[config.mk]
export PLATFORM = sky130hd
export DESIGN_NAME = comparator_sampler
export DESIGN_NICKNAME = d
export VERILOG_FILES = /design/src/rtl/comparator_sampler.sv
export SDC_FILE = /design/constraint.sdc
export NUM_CORES = 1
export LEC_CHECK = 0
export BUFFER_PORTS_ARGS = -buffer_cell sky130_fd_sc_hd__buf_4
export CORE_ASPECT_RATIO = 0.6
export CORE_UTILIZATION = 35
export DETAILED_ROUTE_END_ITERATION = 10
export PLACE_DENSITY = 0.64
export SKIP_LAST_GASP = 1
export SYNTH_ARGS = -nofsm -noshare
export SYNTH_HDL_FRONTEND = slang
export SYNTH_SLANG_ARGS = --single-unit
[constraint.sdc]
create_clock -name clock -period 4.5 [get_ports clock]
set_clock_uncertainty 0.2 [all_clocks]
set_input_delay 0.675 -clock clock [delete_from_list [all_inputs] [get_ports clock]]
set_output_delay 0.675 -clock clock [all_outputs]
set_load 0.01 [all_outputs]
[src/rtl/comparator_sampler.sv]
// Comparator front end: per-channel synchroniser and debounce, plus a
// start/settle/capture sequencer that reports the captured vector and stability status.
module comparator_sampler #(
  parameter int unsigned N_CH        = 4,
  parameter int unsigned SYNC_STAGES = 2,
  parameter int unsigned DEBOUNCE    = 8,
  parameter int unsigned SETTLE_W    = 8
) (
  input  logic                clock,
  input  logic                resetb,
  input  logic [N_CH-1:0]     comp_in,
  input  logic                start,
  input  logic [SETTLE_W-1:0] settle_cycles,
  input  logic                ack,
  output logic [N_CH-1:0]     filt,
  output logic [N_CH-1:0]     result,
  output logic [N_CH-1:0]     changed,
  output logic                valid,
  output logic                busy,
  output logic [1:0]          status
);

  localparam int unsigned CW = $clog2(DEBOUNCE + 1);

  typedef enum logic [1:0] {
    ST_IDLE   = 2'd0,
    ST_SETTLE = 2'd1,
    ST_DONE   = 2'd2
  } state_e;

  logic [N_CH-1:0]     sync_q [SYNC_STAGES];
  logic [N_CH-1:0]     sync;
  logic [CW-1:0]       db_cnt_q [N_CH];
  logic [CW-1:0]       db_cnt_d [N_CH];
  logic [N_CH-1:0]     filt_q, filt_d;

  state_e              state_q, state_d;
  logic [SETTLE_W-1:0] cnt_q, cnt_d;
  logic [N_CH-1:0]     result_q, result_d;
  logic [N_CH-1:0]     changed_q, changed_d;
  logic                valid_q, valid_d;
  logic                busy_q, busy_d;
  logic [1:0]          status_q, status_d;

  assign sync = sync_q[SYNC_STAGES-1];

  always_ff @(posedge clock or negedge resetb) begin
    if (!resetb) begin
      for (int unsigned s = 0; s < SYNC_STAGES; s++) sync_q[s] <= '0;
    end else begin
      sync_q[0] <= comp_in;
      for (int unsigned s = 1; s < SYNC_STAGES; s++) sync_q[s] <= sync_q[s-1];
    end
  end

  // The DEBOUNCE-th consecutive differing edge is the one that updates filt.
  always_comb begin
    filt_d = filt_q;
    for (int unsigned i = 0; i < N_CH; i++) begin
      db_cnt_d[i] = '0;
      if (sync[i] != filt_q[i]) begin
        if (db_cnt_q[i] == CW'(DEBOUNCE - 1)) filt_d[i] = sync[i];
        else                                 db_cnt_d[i] = db_cnt_q[i] + CW'(1);
      end
    end
  end

  always_ff @(posedge clock or negedge resetb) begin
    if (!resetb) begin
      filt_q <= '0;
      for (int unsigned i = 0; i < N_CH; i++) db_cnt_q[i] <= '0;
    end else begin
      filt_q <= filt_d;
      for (int unsigned i = 0; i < N_CH; i++) db_cnt_q[i] <= db_cnt_d[i];
    end
  end

  always_comb begin
    state_d   = state_q;
    cnt_d     = cnt_q;
    result_d  = result_q;
    changed_d = changed_q;
    valid_d   = valid_q;
    unique case (state_q)
      ST_IDLE: begin
        if (start) begin
          state_d   = ST_SETTLE;
          cnt_d     = settle_cycles;
          changed_d = '0;
          result_d  = '0;
        end
      end
      ST_SETTLE: begin
        // filt_d vs filt_q flags a toggle on this very edge, capture edge included.
        changed_d = changed_q | (filt_q ^ filt_d);
        if (cnt_q == '0) begin
          result_d = filt_q;
          valid_d  = 1'b1;
          state_d  = ST_DONE;
        end else begin
          cnt_d = cnt_q - SETTLE_W'(1);
        end
      end
      ST_DONE: begin
        if (ack) begin
          valid_d = 1'b0;
          state_d = ST_IDLE;
        end
      end
      default: state_d = ST_IDLE;
    endcase

    busy_d = (state_d == ST_SETTLE);
    unique case (state_d)
      ST_SETTLE: status_d = 2'b01;
      ST_DONE:   status_d = (|changed_d) ? 2'b10 : 2'b11;
      default:   status_d = 2'b00;
    endcase
  end

  always_ff @(posedge clock or negedge resetb) begin
    if (!resetb) begin
      state_q   <= ST_IDLE;
      cnt_q     <= '0;
      result_q  <= '0;
      changed_q <= '0;
      valid_q   <= 1'b0;
      busy_q    <= 1'b0;
      status_q  <= 2'b00;
    end else begin
      state_q   <= state_d;
      cnt_q     <= cnt_d;
      result_q  <= result_d;
      changed_q <= changed_d;
      valid_q   <= valid_d;
      busy_q    <= busy_d;
      status_q  <= status_d;
    end
  end

  assign filt    = filt_q;
  assign result  = result_q;
  assign changed = changed_q;
  assign valid   = valid_q;
  assign busy    = busy_q;
  assign status  = status_q;

endmodule
=== Word-level counts from Yosys, hierarchy flattened ===
Index checks and enable logic that the tools add are counted.

* Reduce and logical (&&, ||, !) cells: 8
* Shifts and indexed selects: 0
* Add/subtract/negate cells: 5
* Bitwise gates (word level): 2
* Order comparisons: 0
* Multipliers: 0
* Divide/modulo/power cells: 0
* Equal/unequal tests: 16
* Multiplexer cells: 33

{| class="wikitable"
|+ Operators with widths
! operator !! number
|-
| two-way mux 4 bit || 11
|-
| adder 4 x 1 -> 4 bit, second input constant || 4
|-
| equality test 4 x 3 -> 1 bit, second input constant || 4
|-
| two-way mux 8 bit || 2
|-
| case mux 4 bit (2 select lines) || 2
|-
| case mux 8 bit (2 select lines) || 1
|-
| two-way mux 1 bit || 11
|-
| AND reduction 3 bit || 3
|-
| zero test 8 bit || 1
|-
| != test 2 bit, second input constant || 4
|-
| subtractor 8 x 1 -> 8 bit, second input constant || 1
|-
| two-way mux 2 bit || 3
|-
| case mux 2 bit (3 select lines) || 1
|-
| equality test 2 x 1 -> 1 bit, second input constant || 2
|-
| equality test 2 bit, second input constant || 2
|-
| != test 1 bit || 4
|-
| bitwise OR 4 bit || 1
|-
| case mux 2 bit (2 select lines) || 1
|-
| nonzero test 2 bit || 2
|-
| OR reduction 4 bit || 1
|-
| bitwise XOR 4 bit || 1
|-
| zero test 2 bit || 1
|-
| case mux 1 bit (2 select lines) || 1
|}

* Input port bits: 16
* Bits in read-only memories: 0
* Bits in latches: 0
* Output and inout bits: 16
* Memory bits (writable): 0
* Memories kept: 0
* Register bits after elaboration: 50

=== Depth between registers and ports, before layout ===
Gate-level depths: netlist of run 1.

* Depth in word-level cells: 9
* Depth in mapped cells: 10
* Depth with buffers taken out: 10

=== Least setup slack after synthesis of run 1 ===
Ideal clock, no wire load.

* Path type: reg2reg
* Start point: register cnt_q[0]
* End point: register status_q[0], in the netlist status[0]
* Period minus slack after synthesis: 2.488 ns
* Arrival: 2.206 ns
* Cell stages (with the launch flop): 11
* Data required time: 4.218 ns
* Setup slack: 2.012 ns
* Cells stage by stage: dfrtp_1 -> inv_1 -> ha_1 -> or4b_4 -> or2_4 -> nor2_4 -> a22oi_1 -> inv_1 -> ha_1 -> nand2b_1 -> o22ai_1

* Cells in the longest elaborated chain, start to end: 5
* Elaborated cells between the ends (all ways): 6

{| class="wikitable"
|+ Ends and longest elaborated chain
! element !! line !! RTL
|-
| from (decl) || 38 || <nowiki>logic [SETTLE_W-1:0] cnt_q, cnt_d;</nowiki>
|-
| from (signal assigned) || 132 || <nowiki>cnt_q <= cnt_d;</nowiki>
|-
| zero test 8 bit * || 96 || <nowiki>if (cnt_q == '0) begin</nowiki>
|-
| two-way mux 2 bit * || 96 ||
|-
| case mux 2 bit (3 select lines) * || 84 || <nowiki>unique case (state_q)</nowiki>
|-
| via state_d[1] || 37 || <nowiki>state_e state_q, state_d;</nowiki>
|-
| equality test 2 bit or equality test 2 x 1 -> 1 bit (tied branches) || 114 || <nowiki>unique case (state_d)</nowiki>
|-
| case mux 2 bit (2 select lines) * || 114 ||
|-
| via status_d[0] || 43 || <nowiki>logic [1:0] status_q, status_d;</nowiki>
|-
| to (signal assigned) || 137 || <nowiki>status_q <= status_d;</nowiki>
|-
| to (decl) || 43 ||
|}

The timed path passes the listed nets; every way through them passes the cells marked *.
A chain may end at the register's enable or synchronous reset.

=== Worst setup path after layout of run 1 ===
Same ends and word-level chain as after synthesis.

==> results of run 1 <==
-- synth_stat cells (all sizes together) --
master,number,area [um2]
dfrtp,50,1251
nor2,18,75.07
a21oi,16,80.08
o21ai,13,65.06
a22o,8,70.07
inv,8,30.03
nor3,8,40.04
xnor2,8,70.07
ha,7,87.58
nand3,7,35.03
nor2b,6,37.54
mux2,4,45.04
nand2b,4,25.02
clkbuf,3,11.26
nand2,3,11.26
nand3b,3,22.52
o31ai,3,22.52
or3,3,20.02
a22oi,2,15.01
a31oi,2,12.51
and2,2,12.51
buf,2,10.01
a211oi,1,7.510
a21o,1,7.510
a32oi,1,8.760
and3b,1,8.760
mux2i,1,10.01
nor3b,1,7.510
o21bai,1,7.510
o22ai,1,6.260
o32ai,1,8.760
or2,1,8.760
or3b,1,8.760
or4,1,7.510
or4b,1,13.76
-- through the flow --
| step | cell area [um2] | utilization | total power [uW] | hold WS [ns] |
|---|---|---|---|---|
| final | 2582 | 0.4488 | 1400 | 0.1563 |
| after detailed placement | 2472 | 0.4297 | 1113 | 0.1371 |
| after CTS | 2582 | 0.4488 | 1414 | 0.1572 |
| after floorplan | 2161 | - | 944.6 | 0.1312 |
| after global routing | 2582 | 0.4488 | 1504 | 0.1648 |
| after global placement | 2472 | 0.4297 | 1106 | 0.1341 |
-- worst max-delay path by stage --
stage                     startpoint         to  slack [ns]  depth (start not counted)
final                       cnt_q[0]  status[0]        1.81                         10
after global routing        cnt_q[0]  status[0]        1.64                         10
after CTS                   cnt_q[0]  status[0]        1.81                         10
after detailed placement    cnt_q[0]  status[0]        1.82                         10
after global placement      cnt_q[0]  status[0]        1.88                         10
after floorplan             cnt_q[0]  status[0]        2.01                         10
-- cell type report --
type | count | area [um2]
Fill cell | 536 | 3172
Sequential cell | 50 | 1251
Multi-Input combinational cell | 130 | 858.3
Timing Repair Buffer | 31 | 232.7
Clock buffer | 8 | 110.1
Tap cell | 80 | 100.1
Inverter | 8 | 30.03
-- flip-flops by register name, indices dropped and copies added, names as in the netlist --
name,flops
state_q,2
filt,4
busy,1
valid,1
result,4
db_cnt_q,16
sync,4
status,2
changed,4
sync_q,4
cnt_q,8
-- kinds of logic after synthesis --
logic type / count (synthesis)
xor gates and xnor gates: 8
buffers and inverters: 13
adders and majority gates: 7
AOI/OAI and AO/OA: 50
muxes: 5
DFF: 50
and+or+nand+nor: 60
-- power by group through the flow --
| stage | Clock, uW | Sequential (uW) | Combinational (uW) |
|---|---|---|---|
| after CTS | 307 | 690 | 417 |
| after floorplan | 0 | 684 | 261 |
| final | 299 | 689 | 412 |
| after global placement | 0 | 698 | 408 |
| after detailed placement | 0 | 698 | 416 |
| after global routing | 325 | 710 | 469 |
-- critical path, stage by stage (launching register included) --
cell and delay (ns):
dfrtp_1 0.41, inv_1 0.09, ha_1 0.21, or4b_4 0.51, or2_4 0.30, nor2_4 0.16, a22oi_1 0.13, inv_1 0.11
ha_1 0.23, nand2b_1 0.15, o22ai_1 0.11
-- metal layers --
layer / up-vias / part of all wire / GRT usage
li1: 746 / - / -
met1: 706 / 0.54 / 0.2225
met2: 30 / 0.41 / 0.1887
met3: 2 / 0.044 / 0.03803
met4: 0 / 0.0041 / 0.03697
met5: - / 0 / 0
-- placed cells by master, fill, tap and decap left out, types with 2 or more instances in the layout --
cell and count:
dfrtp_1 50, nand2_1 3, o31ai_1 3, or3_1 2, a22oi_1 2, a21oi_1 16
nor2b_1 6, a22o_1 8, clkbuf_8 8, mux2_2 4, nor2_1 17, nor3_1 8
buf_4 31, nand3b_1 3, a31oi_1 2, o21ai_0 13, ha_1 7, xnor2_1 8
inv_1 7, nand3_1 7, nand2b_1 4, and2_1 2
==> flow_summary.json, run 1 <==
{
  "synthMuxAreaShare": 0.02548,
  "p_int_uw": 936.3,
  "cts_resized": 0,
  "finalCriticalPeriod_ns": 2.691,
  "dr.pass1.iters": 4,
  "areaGrowthSynthToFinish_pct": 19.51,
  "power_frac_clock": 0.213,
  "synth_simple_gate_area_frac": 0.1546,
  "grt_pass1_wl_mm": 6.941,
  "cts_root_buf": "clkbuf_8",
  "dieWidth_um": 103.4,
  "worst_slack_ns": 1.809,
  "power_switching_uw": 463.7,
  "hold_violations": 0,
  "synth-seq-cells": 50,
  "grt_max_degree": 51,
  "synth_fp_nets": 216,
  "timing.final.crit_share": 0.5981,
  "synth_top_family_by_area": "simple AND/OR/NAND/NOR gates",
  "finalSetupTns_ns": 0,
  "ys_warn_count": 0,
  "grt_setup_unrepaired": "false",
  "crit_path_end_kind": "flip-flop",
  "hold_start": "sync_q[4]",
  "clock.fmax_mhz": 371.6,
  "cp_data_required_time_ns": 4.52,
  "drive_above_1_share": 0.2159,
  "synth-seq-area-share": 0.5790,
  "cts_tree": "done",
  "dpl.hpwl_mm": 3.018,
  "drt_wl_total_mm": 4.165,
  "io_buffers": 31,
  "r2r_start": "cnt_q[0]",
  "seqPwrFrac": 0.492,
  "r2r_cells": 10,
  "power.density_nw_per_um2": 542.1,
  "hold_class": "flip-flop to flip-flop",
  "run_status": "finished clean",
  "cp_data_arrival_time_ns": 2.72,
  "worst_slew_pin_slew_ns": 0.6736,
  "startpoint_type": "flip-flop",
  "grtUsageTotal": 0.1422,
  "min_to": "sync[0]",
  "fp-row-count": 21,
  "ys_types": 38,
  "path_class": "flip-flop to flip-flop",
  "worstSkewPairLatency_ns": 0.30,
  "wire_per_inst_um": 13.57,
  "switching_share": 0.3312,
  "comb_power_share": 0.295,
  "worstReg2RegEnd": "status[0]",
  "start_util": 0.3755,
  "dieArea_um2": 6502,
  "stdcell_count": 307,
  "synth_fa_ha_area_frac": 0.04053,
  "vias": 1484,
  "finalNetCount": 249,
  "insertedDiodeCount": 0,
  "antenna_found_initial": 0,
  "ant_nets": 0,
  "clkTransAtPathRegs_ns": 0.09,
  "p_leak_uw": 0.001204,
  "io_pins": 32,
  "holdBufCountCts": 0,
  "slew_viol_final": 0,
  "core_um2": 5754,
  "max_slew_margin": 0.5500,
  "place_congestion": 0.7942,
  "synth_xor_area_frac": 0.03243,
  "avgSynthCellArea_um2": 11.20,
  "cts_sinks": 50,
  "die_h_um": 62.86,
  "synth_compound_area_frac": 0.1442,
  "max_cap_viol_count": 0,
  "post_cts_buffers": 0,
  "pre_cts_slack_ns": 1.824,
  "netlist_instances": 193,
  "cts_buffers": 5,
  "finalSetupViolations": 0,
  "r2r_slack_ns": 1.81,
  "cts.path.max_buffers": 2,
  "drc": 0,
  "ir_drop_mv": 0.1805,
  "cts_max_level": 2,
  "grt_pass1_vias": 1377,
  "netlist_area_um2": 2161,
  "drt-initial-drc-count": 45,
  "hold_depth": 0,
  "dpl.cell_count": 299,
  "overflow": 0,
  "vias_per_cell": 4.834,
  "worst-path-max-fanout": 6
}
(Power assumes the default switching activity.)
==> run 2: changes to the inputs <==
==> constraint.sdc (replaced) <==
create_clock -name clock -period 2.6 [get_ports clock]
set_clock_uncertainty 0.2 [all_clocks]
set_input_delay 0.39 -clock clock [delete_from_list [all_inputs] [get_ports clock]]
set_output_delay 0.39 -clock clock [all_outputs]
set_load 0.01 [all_outputs]
==> run 2 against run 1 <==
- count of clock-buffer cells in the layout shrank 2
- critical endpoint unchanged
- routed wire length up 4.2%
- largest power group unchanged
- sequential power rose by 73%
- critical path type unchanged
- largest cell class unchanged
- highest routed layer unchanged
- via count increased by 4.2%
- worst setup slack worse by 1.6 ns
==> flow_summary.json, run 2 (synthesis gave the netlist of run 1 again) <==
{
  "timing.final.crit_share": 0.9374,
  "finalNetCount": 262,
  "postLayoutCellArea_um2": 2690,
  "finalPower_uw": 2443,
  "dieWidth_um": 103.4,
  "drive_above_1_share": 0.2500,
  "cp_data_arrival_time_ns": 2.46,
  "insertedDiodeCount": 0,
  "top_register": "db_cnt_q",
  "cts_buffers": 5,
  "fp-row-count": 21,
  "stdcell_count": 320,
  "ant_nets": 0,
  "endpoint": "status[0]",
  "vias": 1547,
  "dieArea_um2": 6502,
  "cts_tree": "done",
  "drt_wl_total_mm": 4.340,
  "grt_pass1_wl_mm": 7.300,
  "dpl.cell_count": 304,
  "cts.path.max_buffers": 2,
  "run_status": "finished clean",
  "whs_ns": 0.1543,
  "slew_viol_final": 0,
  "slowest_stage": "or4b_4",
  "r2r_cells": 10,
  "cts_sinks": 50,
  "finalSetupViolations": 0,
  "dr.pass1.iters": 4,
  "nFillCells": 551,
  "layout_common_cells": "dfrtp_1 (50), buf_4 (39), nor2_1 (17)",
  "finalSetupTns_ns": 0,
  "cts_root_buf": "clkbuf_8",
  "areaGrowthSynthToFinish_pct": 24.49,
  "crit_chain": "inv_2 > ha_4 > or4b_4 > or2_4 > nor2_4 > a22oi_1 > inv_1 > ha_1 > nand2b_1 > o22ai_1",
  "largest_reg_flops": 16,
  "multi_input_area_um2": 870.8,
  "crit_path_end_kind": "flip-flop",
  "p_leak_uw": 0.001250,
  "max_cap_viol_count": 0,
  "final_common_cell": "dfrtp_1",
  "worstReg2RegEnd": "status[0]",
  "drc": 0,
  "r2r_start": "cnt_q[0]",
  "grtUsageTotal": 0.1483,
  "drt-initial-drc-count": 44,
  "grt_setup_unrepaired": "false",
  "path_class": "flip-flop to flip-flop",
  "placed_cell_area_um2": 2510,
  "cts_max_level": 2,
  "clkTransAtPathRegs_ns": 0.09,
  "hold_class": "flip-flop to flip-flop",
  "worstSkewPairLatency_ns": 0.30,
  "grt_max_degree": 51,
  "io_pins": 32,
  "start_util": 0.3755,
  "die_h_um": 62.86,
  "largest_registers": "db_cnt_q: 16 flops, cnt_q: 8 flops",
  "r2r_slack_ns": 0.16,
  "io_buffers": 31,
  "grt_pass1_vias": 1486,
  "overflow": 0,
  "hold_violations": 0,
  "worst-path-max-fanout": 5,
  "antenna_found_initial": 0,
  "cpPeakStageDelay_ns": 0.46,
  "max_slew_margin": 0.5839,
  "core_um2": 5754,
  "worst_slew_pin_slew_ns": 0.6242,
  "wire_per_inst_um": 13.56,
  "hold_depth": 0,
  "clock.fmax_mhz": 410.3,
  "seq_area_um2": 1251,
  "ir_drop_mv": 0.2746,
  "cp-startpoint": "cnt_q[0]",
  "finalCriticalPeriod_ns": 2.437,
  "power.density_nw_per_um2": 908.0,
  "startpoint_type": "flip-flop",
  "vias_per_cell": 4.834,
  "dpl.hpwl_mm": 3.044,
  "place_congestion": 0.8086,
  "cp_data_required_time_ns": 2.62
}
-- run 2: cell count changes in the layout (fill, tap and decap cells not counted) --
cell,delta
inv_1,-2
inv_2,+2
ha_4,+1
clkinv_2,+1
buf_4,+8
clkbuf_8,-2
dlygate4sd3_1,+5
clkinvlp_4,+1
ha_1,-1
-- run 2: timing repair --
item,4_1_cts,5_1_grt
endpoints found under the setup margin,0,1
buffers inserted,0,3
resized for setup,0,4
endpoints found under the hold margin,54,0
hold buffers,5,0
-- run 2: final cells by class --
| class | count | share of cell area |
|---|---|---|
| clock buffer | 6 | 0.03070 |
| clock inverter | 2 | 0.004651 |
| inverter | 8 | 0.01116 |
| multi-input combinational | 130 | 0.3237 |
| sequential | 50 | 0.4651 |
| tap | 80 | 0.03721 |
| timing repair buffer | 44 | 0.1274 |
-- run 2: critical path: cells and delay by family, from the launching register on --
family / cells / cell delay [ns]
compound gates: 2 / 0.22
fa+ha+maj: 2 / 0.38
flops: 1 / 0.40
buf+inv: 2 / 0.19
simple gates: 4 / 0.97
-- run 2: worst min-delay path by stage --
stage,startpoint,to
finish,sync_q[5],sync[1]
global route,sync_q[5],sync[1]
CTS,sync_q[5],sync[1]
detailed placement,sync_q[5],sync[1]
global placement,sync_q[7],sync[3]
floorplan,resetb,busy
-- run 2: routing by layer --
metal  vias to the layer above  wire length [um]  global-route usage
met2                        32              1804              0.2003
met1                       732              2314              0.2315
met5                         -                 0                   0
li1                        781                 -                   -
met4                         0                17             0.03697
met3                         2               205             0.03691
-- run 2: stage by stage --
stage | setup WS [ns] | utilization
final | 0.1627 | 0.4675
after global routing | 0.01605 | 0.4675
after CTS | 0.04046 | 0.4614
after detailed placement | 0.06314 | 0.4362
after global placement | 0.1054 | 0.4362
after floorplan | 0.1116 | -
-- run 2: power by group --
part | internal [uW] | switching [uW] | leakage (uW)
Clock | 214 | 253 | 0.0000472
Combinational | 408 | 380 | 0.000576
Sequential | 994 | 194 | 0.000627
